--- src/rtl/mdu_issue_ctrl.sv ---
// Issue/stall controller between the EX stage and the multiply/divide unit.
// Pulses one-hot ops to the unit, stalls EX while HI/LO is busy, forwards MFHI/MFLO data.
module mdu_issue_ctrl #(
    parameter int MULT_LAT    = 2,
    parameter int DIV_MIN     = 2,
    parameter int DIV_TIMEOUT = 40
) (
    input  logic        clk,
    input  logic        rst_n,
    input  logic        ex_valid,
    input  logic [2:0]  ex_op,
    input  logic [31:0] ex_src0,
    input  logic [31:0] ex_src1,
    input  logic        flush,
    output logic [5:0]  md_op,
    output logic [31:0] md_in0,
    output logic [31:0] md_in1,
    output logic        md_read_hi,
    input  logic        md_accessible,
    input  logic [31:0] md_res,
    output logic        ex_stall,
    output logic [31:0] ex_res,
    output logic        ex_res_valid,
    output logic        md_timeout
);

    typedef enum logic [1:0] {
        IDLE     = 2'd0,
        MUL_WAIT = 2'd1,
        DIV_WAIT = 2'd2,
        MT_WAIT  = 2'd3
    } state_t;

    localparam logic [5:0] MUL_LAST = 6'(MULT_LAT - 1);
    localparam logic [5:0] DIV_FLOOR = 6'(DIV_MIN);
    localparam logic [5:0] DIV_LAST = 6'(DIV_TIMEOUT - 1);

    state_t     state, state_nxt;
    logic [5:0] cnt, cnt_nxt;
    logic       timeout_hit;

    logic idle;
    logic live;
    logic mf_read;
    logic issue;

    assign idle    = (state == IDLE);
    assign live    = rst_n & ex_valid & ~flush;
    assign mf_read = ex_op[2] & ex_op[1];
    assign issue   = live & idle & ~mf_read;

    // Operand and result paths are pure pass-through; only the strobes are gated.
    assign md_in0       = ex_src0;
    assign md_in1       = ex_src1;
    assign md_read_hi   = (ex_op == 3'd6);
    assign ex_res       = md_res;
    assign ex_res_valid = live & idle & mf_read;
    assign ex_stall     = live & ~idle;

    always_comb begin
        md_op = '0;
        if (issue) begin
            case (ex_op)
                3'd0:    md_op = 6'b000001;
                3'd1:    md_op = 6'b000010;
                3'd2:    md_op = 6'b000100;
                3'd3:    md_op = 6'b001000;
                3'd4:    md_op = 6'b010000;
                3'd5:    md_op = 6'b100000;
                default: md_op = '0;
            endcase
        end
    end

    always_comb begin
        state_nxt   = state;
        cnt_nxt     = cnt;
        timeout_hit = 1'b0;
        if (flush) begin
            state_nxt = IDLE;
            cnt_nxt   = '0;
        end else begin
            case (state)
                IDLE: begin
                    cnt_nxt = '0;
                    if (issue) begin
                        case (ex_op)
                            3'd0, 3'd1: state_nxt = MUL_WAIT;
                            3'd2, 3'd3: state_nxt = DIV_WAIT;
                            default:    state_nxt = MT_WAIT;
                        endcase
                    end
                end
                MUL_WAIT, MT_WAIT: begin
                    if (cnt == MUL_LAST) begin
                        state_nxt = IDLE;
                        cnt_nxt   = '0;
                    end else begin
                        cnt_nxt = cnt + 6'd1;
                    end
                end
                DIV_WAIT: begin
                    // md_accessible is untrustworthy for the first DIV_MIN cycles.
                    if (cnt < DIV_FLOOR) begin
                        cnt_nxt = cnt + 6'd1;
                    end else if (md_accessible) begin
                        state_nxt = IDLE;
                        cnt_nxt   = '0;
                    end else if (cnt == DIV_LAST) begin
                        state_nxt   = IDLE;
                        cnt_nxt     = '0;
                        timeout_hit = 1'b1;
                    end else begin
                        cnt_nxt = cnt + 6'd1;
                    end
                end
                default: begin
                    state_nxt = IDLE;
                    cnt_nxt   = '0;
                end
            endcase
        end
    end

    always_ff @(posedge clk or negedge rst_n) begin
        if (!rst_n) begin
            state      <= IDLE;
            cnt        <= '0;
            md_timeout <= 1'b0;
        end else begin
            state <= state_nxt;
            cnt   <= cnt_nxt;
            if (timeout_hit) begin
                md_timeout <= 1'b1;
            end
        end
    end

endmodule

--- config.mk ---
export PLATFORM = sky130hd
export DESIGN_NAME = mdu_issue_ctrl
export DESIGN_NICKNAME = d
export VERILOG_FILES = /design/src/rtl/mdu_issue_ctrl.sv
export SDC_FILE = /design/constraint.sdc
export NUM_CORES = 1
export LEC_CHECK = 0
export CORE_MARGIN = 5
export CORE_UTILIZATION = 24
export CTS_BUF_LIST = sky130_fd_sc_hd__clkbuf_8
export CTS_CLUSTER_DIAMETER = 50
export DETAILED_ROUTE_END_ITERATION = 8
export PLACE_DENSITY_LB_ADDON = 0.08
export SETUP_SLACK_MARGIN = 0.2
export SYNTH_ARGS = -nofsm -noshare
export SYNTH_HDL_FRONTEND = slang
export SYNTH_SLANG_ARGS = --single-unit
export TNS_END_PERCENT = 1
--- constraint.sdc ---
create_clock -name clk -period 2.6 [get_ports clk]
set_input_delay 0.26 -clock clk [delete_from_list [all_inputs] [get_ports clk]]
set_output_delay 0.26 -clock clk [all_outputs]
set_load 0.01 [all_outputs]
# Yosys cells after proc, flatten, opt, wreduce, memory -nomap -nowiden
# Index checks and enable logic that the tools add are counted.
# word_totals
word_cells,57
in_bits,104
ff_bits,9
output_inout_bits,106
# classes
n_mux,21
bitwise_logic,10
add_sub_neg,1
eq_ne,15
magnitude_cmp,1
reduce_logical,6
# op_table
operator,n
two-way mux 6 bit,6
case mux 6 bit (6 select lines),1
case mux 6 bit (3 select lines),1
two-way mux 2 bit,6
"== test 3 bit, second input constant",3
AND 1 bit,7
"adder 6 x 1 -> 6 bit, second input constant",1
"== test 3 x 2 -> 1 bit, second input constant",2
"== test 6 x 1 -> 1 bit, second input constant",1
"== test 6 bit, second input constant",1
"less-than comparator 6 x 2 -> 1 bit, second input constant",1
"!= test 3 bit, second input constant",2
case mux 2 bit (3 select lines),1
OR reduction 2 bit,3
two-way mux 1 bit,5
"== test 2 bit, second input constant",2
"!= test 4 bit, second input constant",1
case mux 2 bit (2 select lines),1
AND reduction 4 bit,1
"== test 3 x 1 -> 1 bit, second input constant",1
zero test 3 bit,1
"!= test 3 x 2 -> 1 bit, second input constant",1
NOT 1 bit,3
"== test 2 x 1 -> 1 bit, second input constant",1
zero test 2 bit,1

# Depth between registers and ports, before layout
# Gate-level depths: netlist (run 1).
# logic_depth
depth_word,7
mapped_depth,5
mapped_depth_nobuf,5

# Worst setup path after synthesis (run 1)
# OpenSTA, ideal clock, no wires.
# synth_path
path_kind,reg-to-output
from,register state[0]
to,output md_op[4]
t_arrival_ps,1264
path_stages_with_launch,5
n_path_buf,0
slack_ps,1076
required_time_ps,2340
cell_sequence,dfrtp_1 > nor3_1 > and3_1 > nand2b_1 > nor3b_1
# synth_between
elab_chain_len,4
# synth_rtl
element,line_no,source
from (decl),38,"state_t state, state_nxt;"
from (signal assigned),131,state <= state_nxt;
zero test 2 bit,47,assign idle = (state == IDLE);
AND 1 bit (2 in a row),50,assign issue = live & idle & ~mf_read;
two-way mux 6 bit,62,if (issue) begin
to (decl),15,"output logic [5:0] md_op,"
# No other way between the ends.

# Worst setup path after layout (run 1)
# layout_path
from,input flush
to,output md_op[0]
# layout_between
elab_chain_len,5
# layout_rtl
element,line_no,source
from (decl),14,"input logic flush,"
NOT 1 bit,48,assign live = rst_n & ex_valid & ~flush;
AND 1 bit,48,
AND 1 bit (2 in a row),50,
two-way mux 6 bit,62,
# No other way between the ends.

==> impl_metrics.toml, run 1 <==
[drt]
drt_iter0_markers = 20
vias_per_cell = 4.20
antenna_left = 0
dr_total_vias = 651
drc = 0
avgRoutedWirePerCell_um = 15.9
totalWireLength_mm = 2.47
drt-pass1-iter-count = 4

[floorplanning]
die_x_um = 82.9
core_mm2 = 0.00514
core.rowCount = 26
die_h_um = 82.9
pin_count = 210
start_util_pct = 24.8
die-area_mm2 = 0.00687

[layout]
fill_cells = 602
multi_input_area_um2 = 319
area_growth_pct = -31.3
final_cells = 155
layout.nets = 192
drive_above_1_share_pct = 12.9
insertedDiodeCount = 0
ff_latch_area_um2 = 225

[cts]
cts_buffer_depth = 2
cts.sinks = 9
clk_pin_slew_ns = 0.05
insertion_delay_ns = 0.23
cts.htree.levels = 1
root_buffer = "clkbuf_8"
post_cts_buffers = 0
cts_tree = "yes"
cts_buffers = 3

[worst_setup_path]
slowest_delay_ns = 0.57
cp-start-kind = "primary input"
crit_top_cell = "clkdlybuf4s50_1"
worstPathMaxFanout = 5
arrival_ns = 1.99
endpoint_kind = "output port"
cp.required_ns = 2.34
crit_type = "primary input to output port"
cpMaxStageDelayCell = "clkdlybuf4s50_1"
cp_top_family = "buffers and inverters"
path_cells = "clkdlybuf4s50_1 > nor3_2 > and3_1 > nand2b_1 > nor3_1 > clkdlybuf4s50_1"
crit_buf_inv = 2

[sta]
whs_ns = 0.417
clock_skew_ns = 0.00184
maxSlewViolCount = 0
finalSetupTns_ns = 0
hold_violations = 0
min_period_ns = 2.25
setup_violations = 0
slew_headroom_pct = 76.8
final.setup.worst_slack_ns = 0.352
worst_slew_pin_slew_ns = 0.347
min_period_over_period_pct = 86.5
rsz0062_at_grt = "false"
max_freq_ghz = 0.445

[global_routing]
grt_most_used_layer = "met2"
met2_usage_pct = 9.48
use_met1_pct = 6.36
overflow = 0
antenna_found_initial = 0
grt_use_met3_pct = 7.23
track_usage_pct = 7.04
grt_max_degree = 11
grt_pass1_wl_mm = 3.86
grt_pass1_vias = 701

[synthesis]
synthAdderAreaFrac_pct = 1.96
syn_inst = 159
synth_fp_nets = 265
synth_xor_area_share_pct = 2.75
synth_top_family_by_area = "buffers and inverters"
synthMuxAreaShare_pct = 0
yosysWarnings = 0
syn-mean-instance-area_um2 = 8.02
synth_compound_area_share_pct = 5.59
synthSimpleGateAreaFrac_pct = 14.3
yosysSeqAreaShare_pct = 17.7
netlist_area_mm2 = 0.00127
synth-seq-cells = 9
synth_cell_types = 24

[power]
power_leakage_nw = 0.358
power_density_mw_per_mm2 = 427
peakVddDrop_v = 0.000110
p_total_w = 0.000374

[placed_design]
io_buffers = 17
finalWeightedCongestion = 0.664
place_ws_ns = 0.296
placedCellCount = 151
hpwl_mm = 2.02

[job]
maxCapViolCount = 0

[run_status]
status = "completed"

[hold_path]
min_path_type = "primary input to async pin"
## cells in the final DEF, fill, tap and decap left out, types with 2 or more instances in the layout
master and count:
clkdlybuf4s50_1 16, nor2_1 14, dfrtp_1 9, nand2_1 6, inv_1 4, nor3_1 3, clkbuf_8 3, nand3_1 2
xor2_1 2, a21oi_2 2, xnor2_1 2, and3_1 2, nand2b_1 2, o31ai_1 2, a21oi_1 2, ha_1 2
buf_4 2
## path summary, 6_finish.rpt
kind | startpoint | endpoint | slack [ns] | depth (start not counted)
setup reg to reg | cnt[2] | state[1] | 1.11 | 4
min in group clk | md_timeout | md_timeout | 0.48 | 2
max in group asynchronous | rst_n | cnt[5] | 2.04 | 2
setup / recovery | flush | md_op[0] | 0.35 | 6
hold reg to reg | md_timeout | md_timeout | 0.48 | 2
hold / removal | rst_n | md_timeout | 0.42 | 2
## logic make-up (layout without fill, tap and decap cells)
kind of cell,Yosys count,in the layout
xor gates and xnor gates,4,4
adders and majority gates,2,2
AOI/OAI and AO/OA,9,9
and+or+nand+nor,35,35
DFF,9,9
buffers and inverters,100,26
## stage by stage
step	cell area (um2)	util, %
2_1_floorplan	1270	-
3_3_place_gp	823	16.0
3_5_place_dp	823	16.0
4_1_cts	868	16.9
5_1_grt	876	17.0
6_report	876	17.0
## layer usage
layer	up-vias	part of all wire (%)
met2	82	39
met4	0	4.7
met3	24	22
li1	264	-
met1	281	34
met5	-	0
## registers in the layout, summed over array words and instances (netlist names)
register / count
state: 2
cnt: 6
md_timeout: 1
## cell type report
class / count / share of cell area (%)
Multi-Input combinational cell: 50 / 36.4
Sequential cell: 9 / 25.7
Timing Repair Buffer: 19 / 21.4
Tap cell: 70 / 10.0
Clock buffer: 3 / 4.71
Inverter: 3 / 1.29
Clock inverter: 1 / 0.429
## power by group
part	total [W]	internal, W	switching [W]	leakage, nW
combinational	0.0000613	0.0000294	0.0000320	0.212
clock	0.000159	0.000103	0.0000560	0.0269
sequential	0.000154	0.000146	0.00000785	0.119
total	0.000374	0.000278	0.0000958	0.358
## synthesized netlist by cell type
master,n,area (um2)
inv_1,3,11.3
o31ai_1,2,15.0
xnor2_1,2,17.5
a21oi_1,2,10.0
nor4b_1,1,8.76
nor4_4,1,21.3
dfrtp_1,9,225
buf_4,96,721
nand2_1,6,22.5
ha_1,2,25.0
nor3_1,4,20.0
a211o_2,1,10.0
and3_1,2,12.5
a21oi_2,2,17.5
nor2_1,14,52.6
nand4_1,1,6.26
nand2b_1,2,12.5
nor3b_1,1,7.51
nand3_1,2,10.0
and3b_1,1,8.76
xor2_1,2,17.5
clkbuf_1,1,3.75
a41o_2,1,11.3
a211oi_1,1,7.51
## what timing repair did
action / CTS / global route
resized for setup: 0 / 2
hold buffers: 0 / 0
setup endpoints to repair: 0 / 4
Note: power is estimated with default switching activity, not from simulation.
==> inputs of run 2 (changes only) <==
--- a/config.mk
+++ b/config.mk
@@ -11,7 +11,9 @@
 export CTS_CLUSTER_DIAMETER = 50
 export DETAILED_ROUTE_END_ITERATION = 8
 export PLACE_DENSITY_LB_ADDON = 0.08
+export RECOVER_POWER = 100
 export SETUP_SLACK_MARGIN = 0.2
+export SLEW_MARGIN = 30
 export SYNTH_ARGS = -nofsm -noshare
 export SYNTH_HDL_FRONTEND = slang
 export SYNTH_SLANG_ARGS = --single-unit
==> impl_metrics.toml, run 2 (same netlist as run 1, synthesis figures left out) <==
[floorplanning]
core_mm2 = 0.00514
start_util_pct = 24.8
die_h_um = 82.9
die-area_mm2 = 0.00687
pin_count = 210
core.rowCount = 26
die_x_um = 82.9

[layout]
layout.nets = 192
most-common-layout-cells = "nor2_1 (14), dfrtp_1 (9), dlygate4sd3_1 (9)"
multi_input_area_um2 = 295
drive_above_1_share_pct = 9.41
largest_reg_flops = 6
ff_latch_area_um2 = 225
insertedDiodeCount = 0
regMostFlops = "cnt"
reg_top3 = "cnt (6), state (2), md_timeout (1)"
area_growth_pct = -33.9
fin_util_pct = 16.4
fill_cells = 606
final_common_cell = "nor2_1"
fin_area_um2 = 843

[power]
peakVddDrop_v = 0.000111
power_density_mw_per_mm2 = 440
power_leakage_nw = 0.347

[global_routing]
grt_pass1_wl_mm = 3.86
grt_pass1_vias = 701
grt_max_degree = 11
track_usage_pct = 7.04
overflow = 0
antenna_found_initial = 0

[cts]
cts_hold_buf = 0
clk_pin_slew_ns = 0.05
cts.htree.levels = 1
insertion_delay_ns = 0.23
cts_buffers = 3
cts_tree = "yes"
root_buffer = "clkbuf_8"
cts_buffer_depth = 2
cts.sinks = 9

[placed_design]
finalWeightedCongestion = 0.664
hpwl_mm = 2.02
io_buffers = 17
placed_cell_area_um2 = 823

[drt]
drt_iter0_markers = 21
totalWireLength_mm = 2.46
drt-pass1-iter-count = 4
antenna_left = 0
vias_per_cell = 4.17
dr_total_vias = 646
drc = 0
avgRoutedWirePerCell_um = 15.8

[sta]
rsz0062_at_grt = "false"
hold_violations = 0
min_period_ns = 2.32
setup_violations = 0
maxSlewViolCount = 0
worst_slew_pin_slew_ns = 0.552
min_period_over_period_pct = 89.1
slew_headroom_pct = 63.2
clock_skew_ns = 0.00156
max_freq_ghz = 0.431
finalSetupTns_ns = 0

[worst_setup_path]
endpoint_kind = "output port"
cp-start-kind = "primary input"
arrival_ns = 2.06
worstPathMaxFanout = 5
crit_type = "primary input to output port"
cp.required_ns = 2.34

[run_status]
status = "completed"

[hold_path]
min_path_type = "primary input to async pin"

[job]
maxCapViolCount = 0
==> run 2: changes by cell type in the layout (fill, tap and decap cells not counted) <==
cell,change
clkdlybuf4s50_1,-9
dlygate4sd3_1,+9
a21oi_1,+1
a21oi_2,-1
clkbuf_1,+1
dlymetal6s2s_1,-1
nor3_1,+1
nor3_2,-1
nor4_1,+1
nor4_4,-1
==> run 2: critical path, stage by stage <==
cell             delay, ns
clkdlybuf4s50_1       0.42
nor3_1                0.26
and3_1                0.23
nand2b_1              0.14
nor2_1                0.13
dlygate4sd3_1         0.61
==> run 2: worst paths after layout <==
| kind | from | to | slack [ns] | cells past startpoint |
|---|---|---|---|---|
| min in group clk | md_timeout | md_timeout | 0.48 | 2 |
| worst max register to register | cnt[2] | cnt[5] | 0.78 | 4 |
| worst min register to register | md_timeout | md_timeout | 0.48 | 2 |
| worst min-delay path | rst_n | md_timeout | 0.47 | 2 |
| worst max-delay path | flush | md_op[5] | 0.28 | 6 |
| max in group asynchronous | rst_n | cnt[5] | 1.99 | 2 |
==> run 2: repair_timing <==
action / CTS / global route
endpoints found under the setup margin: 0 / 4
buffers inserted: 0 / 0
gates resized for setup: 0 / 2
==> run 2: cell type report <==
| cell class | instances | area share (%) |
|---|---|---|
| clock buffers | 3 | 4.90 |
| clock inverters | 1 | 0.445 |
| inverters | 3 | 1.34 |
| multi-input cells | 50 | 35.0 |
| flip-flops and latches | 9 | 26.7 |
| well taps | 70 | 10.4 |
| repair buffers | 19 | 21.2 |
==> run 2: power by group <==
part	internal, W	leakage, nW	switching, W
combinational	0.0000271	0.201	0.0000311
sequential	0.000146	0.119	0.00000752
clock	0.000103	0.0269	0.0000568
==> run 2: layer usage <==
metal  vias up  track usage, %  wire length (um)  part of all wire (%)
li1        263               -                 -                     -
met1       279            6.36               846                    34
met2        80            9.48               965                    39
met3        24            7.23               528                    21
met4         0            4.90               116                   4.7
met5         -               0                 0                     0
==> run 2: through the flow <==
step | setup WS [ns] | total power [W] | instances | hold WS [ns]
6_report | 0.282 | 0.000371 | 155 | 0.468
5_1_grt | 0.121 | 0.000396 | 155 | 0.515
4_1_cts | 0.230 | 0.000380 | 155 | 0.424
3_5_place_dp | 0.296 | 0.000218 | 151 | 0.475
3_3_place_gp | 0.295 | 0.000219 | 151 | 0.475
2_1_floorplan | 1.08 | 0.000335 | 159 | -0.0356
==> inputs of run 3 (changes only) <==
--- a/config.mk
+++ b/config.mk
@@ -6,7 +6,7 @@
 export NUM_CORES = 1
 export LEC_CHECK = 0
 export CORE_MARGIN = 5
-export CORE_UTILIZATION = 24
+export CORE_UTILIZATION = 22
 export CTS_BUF_LIST = sky130_fd_sc_hd__clkbuf_8
 export CTS_CLUSTER_DIAMETER = 50
 export DETAILED_ROUTE_END_ITERATION = 8
==> constraint.sdc (replaced) <==
create_clock -name clk -period 2.5 [get_ports clk]
set_input_delay 0.25 -clock clk [delete_from_list [all_inputs] [get_ports clk]]
set_output_delay 0.25 -clock clk [all_outputs]
set_load 0.01 [all_outputs]
==> impl_metrics.toml, run 3 (same netlist as run 1, synthesis figures left out) <==
[run_status]
status = "completed"

[hold_path]
min_path_type = "primary input to async pin"

[layout]
area_growth_pct = -33.2
most-common-layout-cells = "nor2_1 (14), clkdlybuf4s50_1 (10), dfrtp_1 (9)"
final_cells = 157
insertedDiodeCount = 0
reg_top3 = "cnt (6), state (2), md_timeout (1)"
final_common_cell = "nor2_1"
fin_util_pct = 15.3
largest_reg_flops = 6
drive_above_1_share_pct = 10.6
layout.nets = 192
regMostFlops = "cnt"

[cts]
cts_tree = "yes"
cts.htree.levels = 1
root_buffer = "clkbuf_8"
cts_hold_buf = 0
insertion_delay_ns = 0.23
cts.sinks = 9
post_cts_buffers = 0
clk_pin_slew_ns = 0.05
cts_buffers = 3
cts_buffer_depth = 2

[placed_design]
io_buffers = 17
placedCellCount = 153
hpwl_mm = 1.94
finalWeightedCongestion = 0.674

[global_routing]
grt_pass1_vias = 730
antenna_found_initial = 0
grt_max_degree = 11
track_usage_pct = 6.27
overflow = 0
grt_pass1_wl_mm = 3.67

[worst_setup_path]
worstPathMaxFanout = 5
crit_type = "flip-flop to output port"
r2r_cells = 4
critical_path.reg2reg.startpoint = "cnt[2]"
endpoint_kind = "output port"
r2r_end = "cnt[5]"
arrival_ns = 1.98
crit_path_end = "md_op[5]"
cp-start-kind = "flip-flop"
cp.required_ns = 2.25
crit_start = "state[0]"
rrSetupSlack_ns = 0.66

[sta]
hold_violations = 0
worst_slew_pin_slew_ns = 0.544
rsz0062_at_grt = "false"
min_period_over_period_pct = 89.2
maxSlewViolCount = 0
finalSetupTns_ns = 0
clock_skew_ns = 0.00592
setup_violations = 0
slew_headroom_pct = 63.7
min_period_ns = 2.23
max_freq_ghz = 0.448
whs_ns = 0.456

[floorplanning]
die_x_um = 86.1
start_util_pct = 22.9
pin_count = 210
die_h_um = 86.1
core_mm2 = 0.00557
die-area_mm2 = 0.00742
core.rowCount = 27

[drt]
drc = 0
dr_total_vias = 654
drt-pass1-iter-count = 4
avgRoutedWirePerCell_um = 15.1
drt_iter0_markers = 9
antenna_left = 0
vias_per_cell = 4.17
totalWireLength_mm = 2.38

[job]
maxCapViolCount = 0

[power]
peakVddDrop_v = 0.0000961
power_density_mw_per_mm2 = 452
power_leakage_nw = 0.343
==> run 3: cell types whose count changed in the layout (fill, tap and decap cells not counted) <==
cell             change
dlygate4sd2_1        +1
dlygate4sd3_1        -4
nand2b_1             -1
nand2b_4             +1
clkdlybuf4s50_1      +3
==> run 3: worst min-delay path by stage <==
stage                      from          to  slack (ns)  cells past startpoint
CTS                       rst_n    state[0]        0.42                      2
global route        ex_src1[16]  md_in1[16]        0.50                      0
global placement     md_timeout  md_timeout        0.46                      2
finish                    rst_n    state[0]        0.46                      2
floorplan                 rst_n      cnt[0]       -0.05                      0
detailed placement   md_timeout  md_timeout        0.47                      2
==> run 3: critical path, cell delays in order (launching register included) <==
cell and delay [ns]:
dfrtp_1 0.42, nor3_1 0.25, and3_1 0.28, nand2b_4 0.09, nor2_1 0.09, dlygate4sd3_1 0.61
==> run 3: area by class of cell <==
type / instances / area, um2
Fill cell: 638 / 4720
Multi-Input combinational cell: 50 / 303
Sequential cell: 9 / 225
Timing Repair Buffer: 19 / 178
Tap cell: 72 / 90.1
Clock buffer: 3 / 41.3
Inverter: 3 / 11.3
Clock inverter: 1 / 3.75
==> run 3: layer usage <==
layer  vias to the layer above  track usage [%]  routed length, um
li1                        263                -                  -
met1                       281             5.90                775
met2                        70             7.99                956
met3                        40             4.90                483
met4                         0             7.05                162
met5                         -                0                  0
==> run 3: per-stage QoR <==
stage / cell area, um2 / worst slack [ns] / total power, W
final: 852 / 0.270 / 0.000385
after global routing: 852 / 0.120 / 0.000412
after CTS: 875 / 0.251 / 0.000396
after detailed placement: 826 / 0.228 / 0.000225
after global placement: 826 / 0.223 / 0.000228
after floorplan: 1270 / 0.986 / 0.000349
==> run 3: what timing repair did <==
item	4_1_cts	5_1_grt
hold endpoints to repair	0	0
setup endpoints to repair	1	3
resized for setup	2	3
==> run 3: power by group <==
part | internal, W | switching [W] | leakage [nW]
combinational | 0.0000291 | 0.0000324 | 0.197
clock | 0.000107 | 0.0000576 | 0.0269
sequential | 0.000152 | 0.00000705 | 0.119
